## src/rtl/div_shift_sub.sv

```systemverilog
// Restoring shift-subtract divider: 2*size-bit dividend / size-bit divisor, one quotient bit per clock.
// Optional feature: define DIV_ZERO_DET_EN to short-cut divide-by-zero straight to DONE and raise div0.
module div_shift_sub #(
    parameter int size = 8
) (
    input  logic              clk,
    input  logic              rst,
    input  logic              start,
    input  logic [2*size:1]   dividend,
    input  logic [size:1]     divisor,
    output logic [2*size:1]   quotient,
    output logic [size:1]     remainder,
    output logic              busy,
    output logic              done,
    output logic              div0
);

    typedef enum logic [1:0] {IDLE = 2'd0, RUN = 2'd1, DONE = 2'd2} state_t;

    localparam int CW = $clog2(2*size) + 1;
    localparam logic [CW-1:0] LAST_STEP = CW'(2*size - 1);

    state_t             state_q, state_d;
    logic [2*size:1]    shreg_q, shreg_d;
    logic [size:1]      dvs_q, dvs_d;
    logic [size:1]      prem_q, prem_d;
    logic [CW-1:0]      cnt_q, cnt_d;
    logic [2*size:1]    quotient_q, quotient_d;
    logic [size:1]      remainder_q, remainder_d;
    logic [size+1:1]    prem_shift;
    logic [size:1]      prem_sub;
    logic               prem_ge;
    logic               last_step;

    // After a subtraction the partial remainder is below the divisor, so only its low
    // size bits are ever stored; the shifted-in value is the full size+1-bit remainder.
    assign prem_shift = {prem_q, shreg_q[2*size]};
    assign prem_ge    = prem_shift >= {1'b0, dvs_q};
    assign prem_sub   = prem_shift[size:1] - dvs_q;
    assign last_step  = (cnt_q == LAST_STEP);

`ifdef DIV_ZERO_DET_EN
    logic div0_q, div0_d;
    logic divisor_zero;
    assign divisor_zero = (divisor == '0);
    assign div0         = div0_q;
`else
    assign div0 = 1'b0;
`endif

    always_ff @(posedge clk) begin
        if (rst) begin
            state_q <= IDLE;
        end else begin
            state_q <= state_d;
        end
    end

    always_comb begin
        state_d = state_q;
        case (state_q)
            IDLE: begin
                if (start) begin
`ifdef DIV_ZERO_DET_EN
                    state_d = divisor_zero ? DONE : RUN;
`else
                    state_d = RUN;
`endif
                end
            end
            RUN:     if (last_step) state_d = DONE;
            DONE:    state_d = IDLE;
            default: state_d = IDLE;
        endcase
    end

    // Quotient bits are shifted into the vacated low end of the dividend register.
    always_comb begin
        busy        = (state_q != IDLE);
        done        = (state_q == DONE);
        shreg_d     = shreg_q;
        dvs_d       = dvs_q;
        prem_d      = prem_q;
        cnt_d       = cnt_q;
        quotient_d  = quotient_q;
        remainder_d = remainder_q;
`ifdef DIV_ZERO_DET_EN
        div0_d      = div0_q;
`endif
        case (state_q)
            IDLE: begin
                if (start) begin
                    shreg_d = dividend;
                    dvs_d   = divisor;
                    prem_d  = '0;
                    cnt_d   = '0;
`ifdef DIV_ZERO_DET_EN
                    div0_d  = divisor_zero;
                    if (divisor_zero) begin
                        quotient_d  = '1;
                        remainder_d = dividend[size:1];
                    end
`endif
                end
            end
            RUN: begin
                shreg_d = {shreg_q[2*size-1:1], prem_ge};
                prem_d  = prem_ge ? prem_sub : prem_shift[size:1];
                cnt_d   = cnt_q + 1'b1;
                if (last_step) begin
                    quotient_d  = {shreg_q[2*size-1:1], prem_ge};
                    remainder_d = prem_ge ? prem_sub : prem_shift[size:1];
                end
            end
            default: ;
        endcase
    end

    always_ff @(posedge clk) begin
        if (rst) begin
            shreg_q     <= '0;
            dvs_q       <= '0;
            prem_q      <= '0;
            cnt_q       <= '0;
            quotient_q  <= '0;
            remainder_q <= '0;
`ifdef DIV_ZERO_DET_EN
            div0_q      <= 1'b0;
`endif
        end else begin
            shreg_q     <= shreg_d;
            dvs_q       <= dvs_d;
            prem_q      <= prem_d;
            cnt_q       <= cnt_d;
            quotient_q  <= quotient_d;
            remainder_q <= remainder_d;
`ifdef DIV_ZERO_DET_EN
            div0_q      <= div0_d;
`endif
        end
    end

    assign quotient  = quotient_q;
    assign remainder = remainder_q;

endmodule

```

## config.mk

```make
export PLATFORM = sky130hd
export DESIGN_NAME = div_shift_sub
export DESIGN_NICKNAME = d
export VERILOG_FILES = /design/src/rtl/div_shift_sub.sv
export SDC_FILE = /design/constraint.sdc
export NUM_CORES = 1
export LEC_CHECK = 0
export ABC_AREA = 1
export BUFFER_PORTS_ARGS = -buffer_cell sky130_fd_sc_hd__clkbuf_2
export CAP_MARGIN = 20
export CORE_MARGIN = 2
export CORE_UTILIZATION = 55
export DETAILED_ROUTE_END_ITERATION = 10
export MAX_ROUTING_LAYER = met4
export PLACE_DENSITY = 0.82
export SKIP_CTS_REPAIR_TIMING = 1
export SYNTH_ARGS = -nofsm -noshare
export SYNTH_HDL_FRONTEND = slang
export SYNTH_SLANG_ARGS = --single-unit
```

## constraint.sdc

```tcl
create_clock -name clk -period 4.8 [get_ports clk]
set_clock_uncertainty 0.2 [all_clocks]
set_input_delay 0.72 -clock clk [delete_from_list [all_inputs] [get_ports clk]]
set_output_delay 0.72 -clock clk [all_outputs]
set_load 0.005 [all_outputs]
```

==> After elaboration in Yosys (flattened, before gate mapping) <==
Cells that the tools add are included.
{ "totals": {"ff_bits": 63, "in_bits": 27, "output_inout_bits": 27, "wordCells": 32} }
{ "op_classes": {"add_sub_neg": 2, "n_lt_le_gt_ge": 1, "n_eq_ne": 5, "muxes": 10, "n_reduce_logical": 7} }
{ "op_table": {"columns": ["op", "n"], "rows": [
  ["16-bit case mux with 2 select lines", 1],
  ["16-bit 2-to-1 mux", 1],
  ["8-bit 2-to-1 mux", 2],
  ["8-bit case mux with 2 select lines", 1],
  ["5-bit case mux with 2 select lines", 1],
  ["9-bit by 8-bit >= comparator with 1-bit output", 1],
  ["2-bit AND reduction", 4],
  ["8-bit subtractor", 1],
  ["5-bit by 1-bit adder with 5-bit output (second input constant)", 1],
  ["5-bit by 4-bit equality test with 1-bit output (second input constant)", 1],
  ["5-bit 2-to-1 mux", 1],
  ["2-bit 2-to-1 mux", 2],
  ["2-bit inequality test (second input constant)", 2],
  ["2-bit case mux with 2 select lines", 1],
  ["2-bit nonzero test", 2],
  ["2-bit by 1-bit equality test with 1-bit output (second input constant)", 1],
  ["2-bit equality test (second input constant)", 1],
  ["2-bit zero test", 1]
]} }

==> Longest topological paths before layout <==
Gate-level depths: netlist of run 1.
{ "logic_depth": {"depth_word": 3, "depth_mapped": 14, "ltp_nobuf": 14} }

==> Worst setup path after synthesis of run 1 <==
Ideal clock, no wire load.
{ "synth_timing": {"kind": "flip-flop to flip-flop", "from": "register cnt_q[0]", "to": "register quotient_q, in the netlist quotient[10]", "setup_ns": 0.067, "t_arrival_ns": 1.555, "required_time_ns": 4.533, "path_slack_ns": 2.979, "stages_incl_launch_ff": 12, "path_buffers": 1, "cell_sequence": "dfxtp_1 ha_1 inv_1 nor3_1 ha_1 inv_1 nor2_8 inv_2 nor2_8 inv_2 buf_6 o21ai_2"} }
{ "synth_via": {"elab_chain_cells": 2} }
{ "synth_lines": {"columns": ["element", "line_no", "rtl"], "rows": [
  ["start: declaration", "27", "logic [CW-1:0] cnt_q, cnt_d;"],
  ["start signal: assignment", "134", "cnt_q <= cnt_d;"],
  ["5-bit by 4-bit equality test with 1-bit output", "40", "assign last_step = (cnt_q == LAST_STEP);"],
  ["2-bit AND reduction (no line)", null, null],
  ["end signal: assignment", "135", "quotient_q <= quotient_d;"],
  ["end: declaration", "28", "logic [2*size:1] quotient_q, quotient_d;"]
]} }
No other way between the ends.
A chain may end at the register's enable or synchronous reset.

==> Final worst setup path of run 1 <==
{ "layout_timing": {"from": "register cnt_q[0]", "to": "register quotient_q, in the netlist quotient[3]"} }
The elaborated chain is that of the path after synthesis.

==> results of run 1 <==
-- state kept, by name, indices dropped and copies added (netlist names) --
name,cells
dvs_q,8
quotient,16
remainder,8
prem_q,8
shreg_q,16
cnt_q,5
state_q,2
-- tightest hold or removal path: cells and delay by family (launching register included) --
kind,cells,cell delay [ns]
AND/OR/NAND/NOR,1,0.06
AO/OA/AOI/OAI,1,0.05
flip-flops,1,0.31
-- cell families (layout without fill, tap and decap cells) --
logic type / after synthesis / count (layout) / share of synthesized area
buffers and inverters: 78 / 127 / 0.103
DFF: 63 / 63 / 0.405
and+or+nand+nor: 157 / 157 / 0.248
other: 1 / 1 / 0.00120
adders and majority gates: 11 / 11 / 0.0466
AOI/OAI and AO/OA: 89 / 89 / 0.188
xor gates and xnor gates: 3 / 3 / 0.00844
-- metrics by stage --
stage,util,setup WS [ns],cells,total power (uW),hold slack [ns]
global route,0.645,2.38,523,1620,0.286
finish,0.645,2.54,523,1520,0.260
detailed placement,0.615,2.40,507,1130,0.253
CTS,0.645,2.54,523,1520,0.264
floorplan,-,2.98,402,1020,0.235
global placement,0.615,2.42,507,1120,0.250
-- cell type report --
class / instances / share of cell area
clock buffer: 10 / 0.0361
clock inverter: 6 / 0.0106
inverter: 59 / 0.0634
multi-input combinational: 261 / 0.433
sequential: 63 / 0.357
tap: 72 / 0.0255
timing repair buffer: 52 / 0.0737
-- per-layer routing --
layer / routed length [microns] / GRT usage
met5: 0 / -
met4: 72 / 0.0914
met1: 3180 / 0.297
met3: 299 / 0.0580
met2: 3000 / 0.360
-- final timing paths --
check | startpoint | to
setup / recovery | cnt_q[0] | quotient[3]
hold / removal | cnt_q[4] | cnt_q[4]
setup reg to reg | cnt_q[0] | quotient[3]
hold reg to reg | cnt_q[4] | cnt_q[4]
-- cell usage after synthesis, types with 2 or more instances --
cell,number
buf_2,9
o21ai_0,12
clkbuf_1,5
nand2_4,2
xnor2_1,3
nand3_1,35
buf_1,2
o21a_1,3
a211oi_1,30
inv_2,5
nand4_1,2
nand2_1,74
o21bai_1,3
nor2_8,4
nor2_1,28
nor2_4,3
ha_1,10
buf_4,2
o21ai_1,6
inv_1,53
dfxtp_1,63
a21oi_1,23
o21ai_2,10
nand3b_1,4
-- power by group through the flow --
stage | Sequential [uW] | Clock (uW) | Combinational, uW
2_1_floorplan | 587 | 0 | 429
3_3_place_gp | 593 | 0 | 526
4_1_cts | 583 | 397 | 538
6_report | 583 | 390 | 542
5_1_grt | 587 | 422 | 614
3_5_place_dp | 595 | 0 | 532
==> impl_metrics.toml, run 1 <==
[power]
p_int_uw = 927
ir_drop_mv = 0.237
pwr-share-clk = 0.258
p_comb_frac = 0.358
pwr-share-seq = 0.385
p_sw_frac = 0.388
switchingPower_uw = 588
power_leakage_uw = 0.00163
power.density_mw_per_mm2 = 429

[clock_tree]
cts_root_buffer = "clkbuf_8"
clk_path_buf_depth = 2
cts_made_buffers = 9
insertion_delay_ns = 0.34
cts_sinks = 63
htree_levels = 3
cts_tree = "yes"
clk_pin_slew_worst_paths_ns = 0.07

[drt]
num_vias = 2712
wl_per_cell_microns = 12.5
drc = 0
drt_pass1_iterations = 4
vias_per_cell = 5.19
drt_iter0_markers = 175
wirelength_mm = 6.56
antenna_left = 0

[layout]
final_common_cell = "nand2_1"
nNetsFinal = 484
postLayoutCellArea_sq_mm = 0.00353
seqCellArea_sq_mm = 0.00126
multi_input_area_sq_mm = 0.00153
area_delta_synth_final_pct = 13.4
fillCellCount = 490
diodes = 0
final_layout_size_suffix_gt1_frac = 0.213
final_cell_mix = "nand2_1, dfxtp_1, inv_1, clkbuf_2, nand3_1"

[synthesis]
syn_area_sq_mm = 0.00311
yosysTopAreaCell = "dfxtp_1"
yosys_warnings = 0
synthArstFlopShare = 0
syn_nets = 440
ys_seq_area_frac = 0.405
synth.distinct_cells = 35
synthTopCellsByArea = "dfxtp_1, nand2_1, a211oi_1"
avgSynthCellArea_sq_um = 7.74
synth_top_cell_area_share = 0.405
ys_seq_elements = 63
synth_flop_cell = "dfxtp_1"
synth_enable_flop_cells = 0
syn_inst = 402

[min_path]
hold_path_depth = 2
min_path_type = "reg2reg"

[worst_setup_path]
cp_slowest_cell = "inv_2"
r2r_cells = 10
critical_path.max_fanout = 22
r2r_slack_ns = 2.54
crit_arrival_ns = 2.28
cpPeakStageDelay_ns = 0.37
worstPathRequired_ns = 4.82
path_cells = "ha_1, inv_1, nor3_1, ha_1, inv_1, nor2_8, inv_2, nor2_8, inv_2, o21ai_1"
endpoint_kind = "flop"
crit_buf_inv = 4
crit_type = "reg2reg"
start_kind = "flop"
worst-path-stages = 10
worst_path_dominant_cell_family = "buffers and inverters"

[floorplan]
core_area_sq_mm = 0.00547
io_pins = 54
die_x_microns = 79.2
die_area_sq_mm = 0.00628
start_util = 0.569
num_rows = 27
die_h_microns = 79.2

[timing]
relSlewSlack = 0.492
hold_viol = 0
finalMaxSlewViolations = 0
fin_crit_sh = 0.471
min_period_ns = 2.26
max_freq_ghz = 0.442
tightest_slew_ns = 0.762
setup_viol = 0
rsz0062_at_grt = "false"
tns_ns = 0

[global_routing]
grtUsageTotal = 0.234
antenna_found_initial = 0
grt_max_degree = 45
grt_pass1_wl_mm = 11.2
grt-ovfl-total = 0
grt_pass1_vias = 2499

[status]
status = "finished clean"

[placement]
routabilityCongestion = 0.861
dp_hpwl_mm = 4.55
port_buffers = 52
placed_cell_area_sq_mm = 0.00337

[flow_run]
drv_cap = 0
No activity file was read; power rests on OpenSTA's default activity.
==> run 2: changes to the inputs <==
Settings changed: ABC_AREA 1 to 0.
Clock period 4.8 ns to 2.1 ns, I/O delays scaled along.
==> impl_metrics.toml, run 2 <==
[power]
p_sw_frac = 0.351
p_int_uw = 2730
ir_drop_mv = 0.794
switchingPower_uw = 1480
p_comb_frac = 0.390
power_leakage_uw = 0.00168
pwr-share-seq = 0.318
pwr-share-clk = 0.291
power.density_mw_per_mm2 = 1010
power_uw = 4210

[global_routing]
grt_pass1_vias = 2857
grtUsageTotal = 0.289
antenna_found_initial = 0
grt_pass1_wl_mm = 13.6
grt-ovfl-total = 0
grt_max_degree = 27

[synthesis]
yosys_warnings = 0
syn_area_sq_mm = 0.00302
syn_inst = 381
yosysMostFrequentCell = "nand2_1"
synthArstFlopShare = 0
synth_top_cell_area_share = 0.418
synthTopCellsByCount = "nand2_1, dfxtp_1, nor2_1"
synth_flop_cell = "dfxtp_1"
ys_seq_elements = 63
synth.distinct_cells = 51
yosysTopAreaCell = "dfxtp_1"
avgSynthCellArea_sq_um = 7.91
syn_nets = 419
synthTopCellsByArea = "dfxtp_1, nand2_1, a21oi_1"
ys_seq_area_frac = 0.418
synth_enable_flop_cells = 0

[timing]
rsz0062_at_grt = "true"
hold_viol = 2
fin_hold_ws_ns = -0.0130
fin_crit_sh = 1.15
finalMaxSlewViolations = 0
fin_ws_ns = -0.314
min_period_ns = 2.41
max_freq_ghz = 0.414
setup_viol = 11

[drt]
drt_iter0_markers = 316
wirelength_mm = 8.95
drt_pass1_iterations = 7
num_vias = 3176
vias_per_cell = 5.80
wl_per_cell_microns = 16.3
drc = 0
antenna_left = 0

[layout]
fillCellCount = 340
final_layout_size_suffix_gt1_frac = 0.339
postLayoutCellArea_sq_mm = 0.00415
finalCoreUtilization = 0.797
nNetsFinal = 511
area_delta_synth_final_pct = 37.6
diodes = 0
final_common_cell = "nand2_1"
final_cell_mix = "nand2_1, dfxtp_1, clkbuf_2, buf_4, nor2_1"

[flow_run]
drv_cap = 0

[status]
status = "finished with violations"
violations = "hold timing, setup timing"

[worst_setup_path]
r2r_slack_ns = -0.31
r2r_cells = 9
startpoint = "shreg_q[16]"
timing.rr.start = "shreg_q[16]"
crit_arrival_ns = 2.47
crit_type = "reg2reg"
critical_path.max_fanout = 3
r2r_end = "remainder[5]"
start_kind = "flop"
worstPathRequired_ns = 2.15
endpoint_kind = "flop"
endpoint = "remainder[5]"

[clock_tree]
cts_tree = "yes"
clk_path_buf_depth = 2
htree_levels = 3
cts_root_buffer = "clkbuf_8"
cts_made_buffers = 9
clk_pin_slew_worst_paths_ns = 0.07
cts_sinks = 63
insertion_delay_ns = 0.35

[floorplan]
start_util = 0.579
die_area_sq_mm = 0.00609
core_area_sq_mm = 0.00520
die_x_microns = 78.0
io_pins = 54
num_rows = 26
die_h_microns = 78.0

[placement]
port_buffers = 52
routabilityCongestion = 0.979
placed_cell_area_sq_mm = 0.00365
dp_hpwl_mm = 5.66

[min_path]
min_path_type = "in2reg"
hold_path_depth = 3
run 2: cell types whose count changed in the layout (fill, tap and decap cells not counted), sizes merged, moves of 14 or more:
cell	change
nand3	-27
a211oi	-23
a311oi	+19
o21ai	-14
inv	-46
buf	+52
run 2: worst min path at each step:
stage / startpoint / endpoint / slack (ns)
floorplan: cnt_q[3] / cnt_q[3] / 0.23
global placement: quotient[4] / quotient[4] / 0.24
detailed placement: quotient[11] / quotient[11] / 0.25
CTS: divisor[4] / dvs_q[4] / -0.02
global route: divisor[4] / dvs_q[4] / 0.003
finish: divisor[4] / dvs_q[4] / -0.01
run 2: kinds of logic after synthesis:
logic type / after synthesis / share of synthesized area
buffers and inverters: 38 / 0.0544
flip-flops: 63 / 0.418
other: 1 / 0.00124
AND/OR/NAND/NOR: 166 / 0.247
XOR/XNOR: 3 / 0.00872
AO/OA/AOI/OAI: 99 / 0.222
adder cells (fa/ha/maj): 11 / 0.0481
run 2: layout make-up:
type                            count  area, sq um  share of cell area
Clock buffer                       10          138              0.0332
Clock inverter                      6         92.6              0.0223
Inverter                           12         45.0              0.0109
Multi-Input combinational cell    280         1820               0.438
Sequential cell                    63         1260               0.305
Tap cell                           70         87.6              0.0211
Timing Repair Buffer              107          704               0.170
run 2: through the flow:
stage | cells | setup slack [ns] | TNS, ns
global route | 548 | -0.297 | -2.65
CTS | 545 | -0.337 | -1.86
floorplan | 381 | -0.0372 | -0.0618
finish | 548 | -0.314 | -1.76
detailed placement | 529 | -0.252 | -1.10
global placement | 529 | -0.0861 | -0.180
run 2: power groups by stage:
stage               sequential (uW)  combinational, uW  clock, uW
floorplan                      1340                769          0
finish                         1340               1640       1230
CTS                            1330               1280       1230
global placement               1350               1230          0
detailed placement             1350               1260          0
global route                   1350               1750       1290
run 2: metal layers:
metal / GRT usage / vias to the layer above / wire length [microns]
li1: - / 1527 / -
met1: 0.388 / 1490 / 3830
met2: 0.428 / 129 / 4250
met3: 0.0494 / 30 / 599
met4: 0.135 / 0 / 271
met5: - / - / 0
run 2: critical path, stage by stage, from the launching register on:
cell      delay, ns
dfxtp_2        0.33
inv_2          0.09
ha_4           0.14
inv_2          0.04
fa_2           0.34
a211o_1        0.35
o21ai_0        0.19
xnor2_1        0.24
o21ai_1        0.12
a311oi_1       0.29
